==> config.mk <==
export PLATFORM = sky130hd
export DESIGN_NAME = instruction_decode
export DESIGN_NICKNAME = d
export VERILOG_FILES = /design/src/rtl/instruction_decode.sv
export SDC_FILE = /design/constraint.sdc
export NUM_CORES = 2
export LEC_CHECK = 0
export CAP_MARGIN = 40
export CORE_AREA = 2 2 411 413
export CTS_BUF_LIST = sky130_fd_sc_hd__clkbuf_2
export CTS_CLUSTER_DIAMETER = 50
export DETAILED_ROUTE_END_ITERATION = 8
export DIE_AREA = 0 0 413 415
export RECOVER_POWER = 100
export SYNTH_ARGS = -nofsm -noshare
export SYNTH_HDL_FRONTEND = slang
export SYNTH_SLANG_ARGS = --single-unit
==> constraint.sdc <==
create_clock -name clock -period 6.3 [get_ports clock]
set_input_delay 1.26 -clock clock [delete_from_list [all_inputs] [get_ports clock]]
set_output_delay 1.26 -clock clock [all_outputs]
set_load 0.005 [all_outputs]
==> src/rtl/instruction_decode.sv <==
// ID stage: register file with WB write-through, control decode, load-use and
// branch hazard detection, in-ID branch/jump resolution and the ID/EX register.
module instruction_decode #(
  parameter int ADDR_W = 11,
  parameter int DATA_W = 32
) (
  input  logic              clock,
  input  logic              reset,
  input  logic [31:0]       instruccion,
  input  logic [ADDR_W-1:0] pc_in,
  input  logic              wb_reg_write,
  input  logic [4:0]        wb_write_reg,
  input  logic [DATA_W-1:0] wb_write_data,
  input  logic              ex_mem_reg_write,
  input  logic              ex_mem_mem_read,
  input  logic [4:0]        ex_mem_write_reg,
  output logic [ADDR_W-1:0] pc_salto,
  output logic              PCSrc,
  output logic              PCWrite,
  output logic              IF_ID_Write,
  output logic              IF_Flush,
  output logic [DATA_W-1:0] id_ex_read_data_1,
  output logic [DATA_W-1:0] id_ex_read_data_2,
  output logic [DATA_W-1:0] id_ex_imm,
  output logic [4:0]        id_ex_rs,
  output logic [4:0]        id_ex_rt,
  output logic [4:0]        id_ex_rd,
  output logic [ADDR_W-1:0] id_ex_pc,
  output logic              id_ex_reg_dst,
  output logic              id_ex_alu_src,
  output logic              id_ex_mem_read,
  output logic              id_ex_mem_write,
  output logic              id_ex_reg_write,
  output logic              id_ex_mem_to_reg,
  output logic [1:0]        id_ex_alu_op
);

  typedef struct packed {
    logic [DATA_W-1:0] rd1;
    logic [DATA_W-1:0] rd2;
    logic [DATA_W-1:0] imm;
    logic [4:0]        rs;
    logic [4:0]        rt;
    logic [4:0]        rd;
    logic [ADDR_W-1:0] pc;
    logic              reg_dst;
    logic              alu_src;
    logic              mem_read;
    logic              mem_write;
    logic              reg_write;
    logic              mem_to_reg;
    logic [1:0]        alu_op;
  } id_ex_t;

  logic [DATA_W-1:0] regs_q [32];
  logic [DATA_W-1:0] regs_d [32];
  id_ex_t            id_ex_q, id_ex_d;

  logic [5:0]  opcode;
  logic [4:0]  rs, rt, rd;
  logic [15:0] imm16;
  logic [DATA_W-1:0] rs_val, rt_val;
  logic reg_dst, alu_src, mem_read, mem_write, reg_write, mem_to_reg, uses_rt;
  logic [1:0] alu_op;
  logic is_beq, is_bne, is_j;
  logic [4:0] id_ex_dest;
  logic load_use, rs_br_haz, rt_br_haz, stall, taken;
  logic [ADDR_W-1:0] branch_tgt, jump_tgt;

  // A load in EX/MEM always writes a register, so ex_mem_reg_write covers it.
  logic unused_ex_mem_mem_read;
  assign unused_ex_mem_mem_read = ex_mem_mem_read;

  assign opcode = instruccion[31:26];
  assign rs     = instruccion[25:21];
  assign rt     = instruccion[20:16];
  assign rd     = instruccion[15:11];
  assign imm16  = instruccion[15:0];

  always_comb begin
    regs_d = regs_q;
    if (wb_reg_write && (wb_write_reg != 5'd0)) regs_d[wb_write_reg] = wb_write_data;
  end

  always_comb begin
    rs_val = regs_q[rs];
    rt_val = regs_q[rt];
    if (wb_reg_write && (wb_write_reg == rs)) rs_val = wb_write_data;
    if (wb_reg_write && (wb_write_reg == rt)) rt_val = wb_write_data;
    if (rs == 5'd0) rs_val = '0;
    if (rt == 5'd0) rt_val = '0;
  end

  always_comb begin
    reg_dst    = 1'b0;
    alu_src    = 1'b0;
    mem_read   = 1'b0;
    mem_write  = 1'b0;
    reg_write  = 1'b0;
    mem_to_reg = 1'b0;
    alu_op     = 2'b00;
    uses_rt    = 1'b0;
    is_beq     = 1'b0;
    is_bne     = 1'b0;
    is_j       = 1'b0;
    case (opcode)
      6'h00: begin reg_dst = 1'b1; reg_write = 1'b1; alu_op = 2'b10; uses_rt = 1'b1; end
      6'h23: begin alu_src = 1'b1; mem_read = 1'b1; mem_to_reg = 1'b1; reg_write = 1'b1; end
      6'h2B: begin alu_src = 1'b1; mem_write = 1'b1; uses_rt = 1'b1; end
      6'h08: begin alu_src = 1'b1; reg_write = 1'b1; end
      6'h04: begin is_beq = 1'b1; uses_rt = 1'b1; end
      6'h05: begin is_bne = 1'b1; uses_rt = 1'b1; end
      6'h02: is_j = 1'b1;
      default: ;
    endcase
  end

  assign id_ex_dest = id_ex_q.reg_dst ? id_ex_q.rd : id_ex_q.rt;

  always_comb begin
    load_use  = id_ex_q.mem_read && (id_ex_q.rt != 5'd0) &&
                ((id_ex_q.rt == rs) || (uses_rt && (id_ex_q.rt == rt)));
    rs_br_haz = (rs != 5'd0) &&
                ((id_ex_q.reg_write && (id_ex_dest == rs)) ||
                 (ex_mem_reg_write && (ex_mem_write_reg == rs)));
    rt_br_haz = (rt != 5'd0) &&
                ((id_ex_q.reg_write && (id_ex_dest == rt)) ||
                 (ex_mem_reg_write && (ex_mem_write_reg == rt)));
    stall     = load_use || ((is_beq || is_bne) && (rs_br_haz || rt_br_haz));
    taken     = !stall && ((is_beq && (rs_val == rt_val)) ||
                           (is_bne && (rs_val != rt_val)) || is_j);
  end

  assign branch_tgt = pc_in + imm16[ADDR_W-1:0];
  assign jump_tgt   = instruccion[ADDR_W-1:0];

  assign pc_salto    = is_j ? jump_tgt : branch_tgt;
  assign PCSrc       = !reset && taken;
  assign IF_Flush    = !reset && taken;
  assign PCWrite     = reset || !stall;
  assign IF_ID_Write = reset || !stall;

  // Stalls and taken branches/jumps both leave an all-zero bubble in ID/EX.
  always_comb begin
    id_ex_d = '0;
    if (!stall && !taken) begin
      id_ex_d.rd1        = rs_val;
      id_ex_d.rd2        = rt_val;
      id_ex_d.imm        = {{(DATA_W-16){imm16[15]}}, imm16};
      id_ex_d.rs         = rs;
      id_ex_d.rt         = rt;
      id_ex_d.rd         = rd;
      id_ex_d.pc         = pc_in;
      id_ex_d.reg_dst    = reg_dst;
      id_ex_d.alu_src    = alu_src;
      id_ex_d.mem_read   = mem_read;
      id_ex_d.mem_write  = mem_write;
      id_ex_d.reg_write  = reg_write;
      id_ex_d.mem_to_reg = mem_to_reg;
      id_ex_d.alu_op     = alu_op;
    end
  end

  always_ff @(posedge clock) begin
    if (reset) begin
      for (int i = 0; i < 32; i++) regs_q[i] <= '0;
      id_ex_q <= '0;
    end else begin
      regs_q  <= regs_d;
      id_ex_q <= id_ex_d;
    end
  end

  assign id_ex_read_data_1 = id_ex_q.rd1;
  assign id_ex_read_data_2 = id_ex_q.rd2;
  assign id_ex_imm         = id_ex_q.imm;
  assign id_ex_rs          = id_ex_q.rs;
  assign id_ex_rt          = id_ex_q.rt;
  assign id_ex_rd          = id_ex_q.rd;
  assign id_ex_pc          = id_ex_q.pc;
  assign id_ex_reg_dst     = id_ex_q.reg_dst;
  assign id_ex_alu_src     = id_ex_q.alu_src;
  assign id_ex_mem_read    = id_ex_q.mem_read;
  assign id_ex_mem_write   = id_ex_q.mem_write;
  assign id_ex_reg_write   = id_ex_q.reg_write;
  assign id_ex_mem_to_reg  = id_ex_q.mem_to_reg;
  assign id_ex_alu_op      = id_ex_q.alu_op;

endmodule

==> impl_metrics.csv <==
group,metric,value,unit
worst_setup_path,crit_cells,18,
worst_setup_path,worst-r2r-setup-slack,970,ps
cts,cts_root_buffer,"sky130_fd_sc_hd__clkbuf_2",
power,post_layout_power,14.6,mW
final_layout,post_layout_nonfiller_instances,9761,
worst_setup_path,critical_path.slowest_cell,"sky130_fd_sc_hd__or4_4",
power,p_leak,25.0,nW
placed_design,post-place-ws,-1290,ps
cts,max-clock-path-buffers,4,
final_layout,finish.utilization,0.413,
placed_design,gp_congestion,0.989,
worst_setup_path,reg2reg_from,"id_ex_alu_op[1]$_SDFF_PP0_",
placed_design,port_buffers,232,
final_layout,final_layout_size_suffix_gt1_frac,0.214,
sta,post_route_fraction_of_the_period_consumed_by_the_critical_path,1.07,
synthesis,ys_warn_count,0,
outcome,run_status,"finished, violations left",
routing,dr_total_vias,58700,
cts,path_clk_slew,90,ps
synthesis,synth.ff_latch_count,1130,
worst_setup_path,critical_path.startpoint_type,"input pin",
cts,numCtsBuffers,313,
global_routing,wire_length_of_the_first_global_routing_pass,391000,um
worst_setup_path,timing.critical_path.fanout_max,4,
die,row_count,150,
routing,drc,0,
final_layout,fillers,16700,
worst_setup_path,crit_required,5040,ps
synthesis,syn-instance-count,6820,
cts,cts_sinks,1130,
routing,detail_route.wl_per_cell,28.6,um
synthesis,synth_area,0.0581,mm2
final_layout,final_nets,7456,
worst_setup_path,worstSetupEndpointType,"output pin",
synthesis,synth_sequential_area_ratio,0.390,
routing,detail_route.first_pass.iterations,7,
final_layout,most_flops_register,"regs_q",
synthesis,synth.top_cells.by_count,"2,154 x sky130_fd_sc_hd__nand2_1, 1,130 x sky130_fd_sc_hd__dfxtp_1, 1,085 x sky130_fd_sc_hd__a21oi_1",
worst_setup_path,worstSetupPathType,"input pin to output pin",
die,core-area,0.167,mm2
synthesis,synth_area_leader_cell,"sky130_fd_sc_hd__dfxtp_1",
routing,avgViaCountPerCell,6.02,
synthesis,synthesis.nets,6921,
global_routing,grt.overflow.total,0,
final_layout,final_design_area_no_fill,0.0688,mm2
worst_setup_path,critical_path.cell_chain,"clkdlybuf4s50_1 -> buf_12 -> xor2_1 -> nor4_2 -> buf_4 -> buf_4 -> a31oi_2 -> buf_4 -> o21ai_0 -> o2111ai_1 -> xor2_1 -> or4_4 -> nor4_4 -> buf_4 -> a31oi_1 -> o21a_4 -> o21a_1 -> buf_2",
worst_setup_path,timing.critical_path.slowest_cell_delay,580,ps
sta,postLayoutSetupSlackWorst,-441,ps
outcome,violated_checks,"max-capacitance violations, max-slew violations, negative setup slack",
die,floorplan.die.height,415,um
final_layout,largest_register_ff_count,1024,
sta,tightestPinTransition,5080,ps
routing,antenna_left,0,
synthesis,area_share_of_the_leading_cell_type_in_the_synthesized_netlist,0.390,
worst_setup_path,ff2ff_path_depth,11,
worst_setup_path,critical_path.endpoint,"PCSrc",
sta,max_fclk,148,MHz
sta,finalClockSkew,201,ps
sta,final.hold.worst_slack,133,ps
placed_design,dp_hpwl,180000,um
sta,finalSetupTns,-947,ps
final_layout,areaGrowthSynthToFinish,18.5,%
cts,cts_tree,"yes",
worst_setup_path,r2r_end,"id_ex_read_data_1[4]$_SDFF_PP0_",
worst_setup_path,worst_setup_path_startpoint,"wb_write_reg[2]",
synthesis,count_of_flip_flops_with_a_built_in_enable_after_synthesis,0,
global_routing,first_global_vias,55700,
synthesis,synth.area.top_cells,"sky130_fd_sc_hd__dfxtp_1 39%, sky130_fd_sc_hd__nand2_1 14%, sky130_fd_sc_hd__mux4_2 13%",
global_routing,grt_use_total,0.313,
cts,clock_tree.htree_level_count,5,
power,ir_drop,0.170,mV
placed_design,post-place-cells,9214,
global_routing,grt_max_degree,224,
die,dieArea,0.171,mm2
die,ioPinCount,235,
die,floorplan.die.width,413,um
synthesis,syn_avg_cell_area,8.52,um2
worst_setup_path,worst-endpoint-arrival,5480,ps
sta,rsz0062_at_grt,"yes",
power,power.density_cell_area,213,mW/mm2
synthesis,synthDistinctLibCells,75,
sta,finalSetupViolations,11,
synthesis,synthMostInstantiatedCell,"sky130_fd_sc_hd__nand2_1",
die,floorplan.initialDensity,0.348,
min_path,hp-class,"input pin to flip-flop",
sta,max-slew-margin-rel,-2.39,
routing,routed_wirelength,279000,um
sta,fin_crit,6740,ps
worst_setup_path,worst_path_most_repeated_cell,"sky130_fd_sc_hd__buf_4",
sta,final_hold_viol_count,0,
worst_setup_path,cp.buffers_inverters,7,
worst_setup_path,cell_class_contributing_the_biggest_share_of_worst_path_delay,"buffers and inverters",
cts,insertion_delay,1840,ps
sta,drv_slew,1747,
placed_design,dpl-instance-area,0.0662,mm2
global_routing,grt_antenna_before_repair,13,
routing,drtIter0Drc,9247,
flow_run,drv.max_cap_violation_count,51,
synthesis,primary_ff_master_synth,"sky130_fd_sc_hd__dfxtp_1",
synthesis,proportion_of_register_bits_with_asynchronous_set_or_reset_after_synthesis,0,
==> kinds of logic after synthesis <==
family | after synthesis | share of synthesized area
compound gates | 1517 | 0.148
xor+xnor | 74 | 0.0112
fa+ha+maj | 11 | 0.00250
buf+inv | 728 | 0.0605
flops | 1130 | 0.390
mux | 753 | 0.204
other cells | 1 | 0.0000646
simple gates | 2606 | 0.183
==> layout by cell type (no fill, tap or decap), drive strengths merged, types with 21 or more instances in the layout <==
master,instances
o21ai,72
dfxtp,1130
nor3,35
nor2,168
xnor2,44
nand2,2154
buf,651
a221oi,23
inv,21
xor2,30
mux4,343
nor2b,54
clkbuf,474
a22oi,144
o22ai,46
dlygate4sd3,151
clkdlybuf4s50,87
mux2i,377
nor4,21
a21oi,1085
nand3,33
mux2,33
nor3b,44
clkinv,63
==> worst reg2reg max path, delay by kind of cell (launching register included) <==
kind / cells / cell delay (ps)
compound gates: 3 / 520
xor+xnor: 1 / 170
buf+inv: 2 / 1120
flops: 1 / 550
mux: 1 / 420
simple gates: 4 / 2460
==> timing repair <==
item                                   in CTS  in global routing
endpoints found under the hold margin      99                  6
gates resized for setup                    59                 19
buffers inserted                            8                  0
hold buffers                               15                  6
pin swaps                                  22                  3
setup endpoints to repair                   2                  3
==> power by group <==
| group | internal [mW] | switching [mW] | total [mW] |
|---|---|---|---|
| Sequential | 7.23 | 0.0536 | 7.28 |
| Combinational | 0.881 | 1.36 | 2.24 |
| Clock | 1.87 | 3.25 | 5.12 |
==> layout make-up <==
type | instances | area [um2] | area share
Multi-Input combinational cell | 4962 | 32400 | 0.471
Sequential cell | 1130 | 22600 | 0.329
Timing Repair Buffer | 930 | 8430 | 0.122
Tap cell | 2204 | 2760 | 0.0401
Clock buffer | 435 | 2180 | 0.0316
Clock inverter | 67 | 290 | 0.00422
Inverter | 18 | 67.6 | 0.000982
Antenna cell | 15 | 37.5 | 0.000545
==> how the worst min path moves through the flow <==
stage,endpoint,cells after the start,start
2_1_floorplan,regs_q[238]$_SDFFE_PP0P_,2,regs_q[238]$_SDFFE_PP0P_
3_3_place_gp,regs_q[510]$_SDFFE_PP0P_,2,regs_q[510]$_SDFFE_PP0P_
3_5_place_dp,regs_q[58]$_SDFFE_PP0P_,2,regs_q[58]$_SDFFE_PP0P_
4_1_cts,id_ex_imm[5]$_SDFF_PP0_,3,instruccion[5]
5_1_grt,id_ex_imm[10]$_SDFF_PP0_,3,instruccion[10]
6_report,id_ex_imm[10]$_SDFF_PP0_,3,instruccion[10]
==> layer usage <==
layer	wire length, um	GRT usage
met5	77	0
met3	39400	0.113
met1	100000	0.388
met2	117000	0.450
met4	22500	0.215
Power figures use the tool's default switching activity.
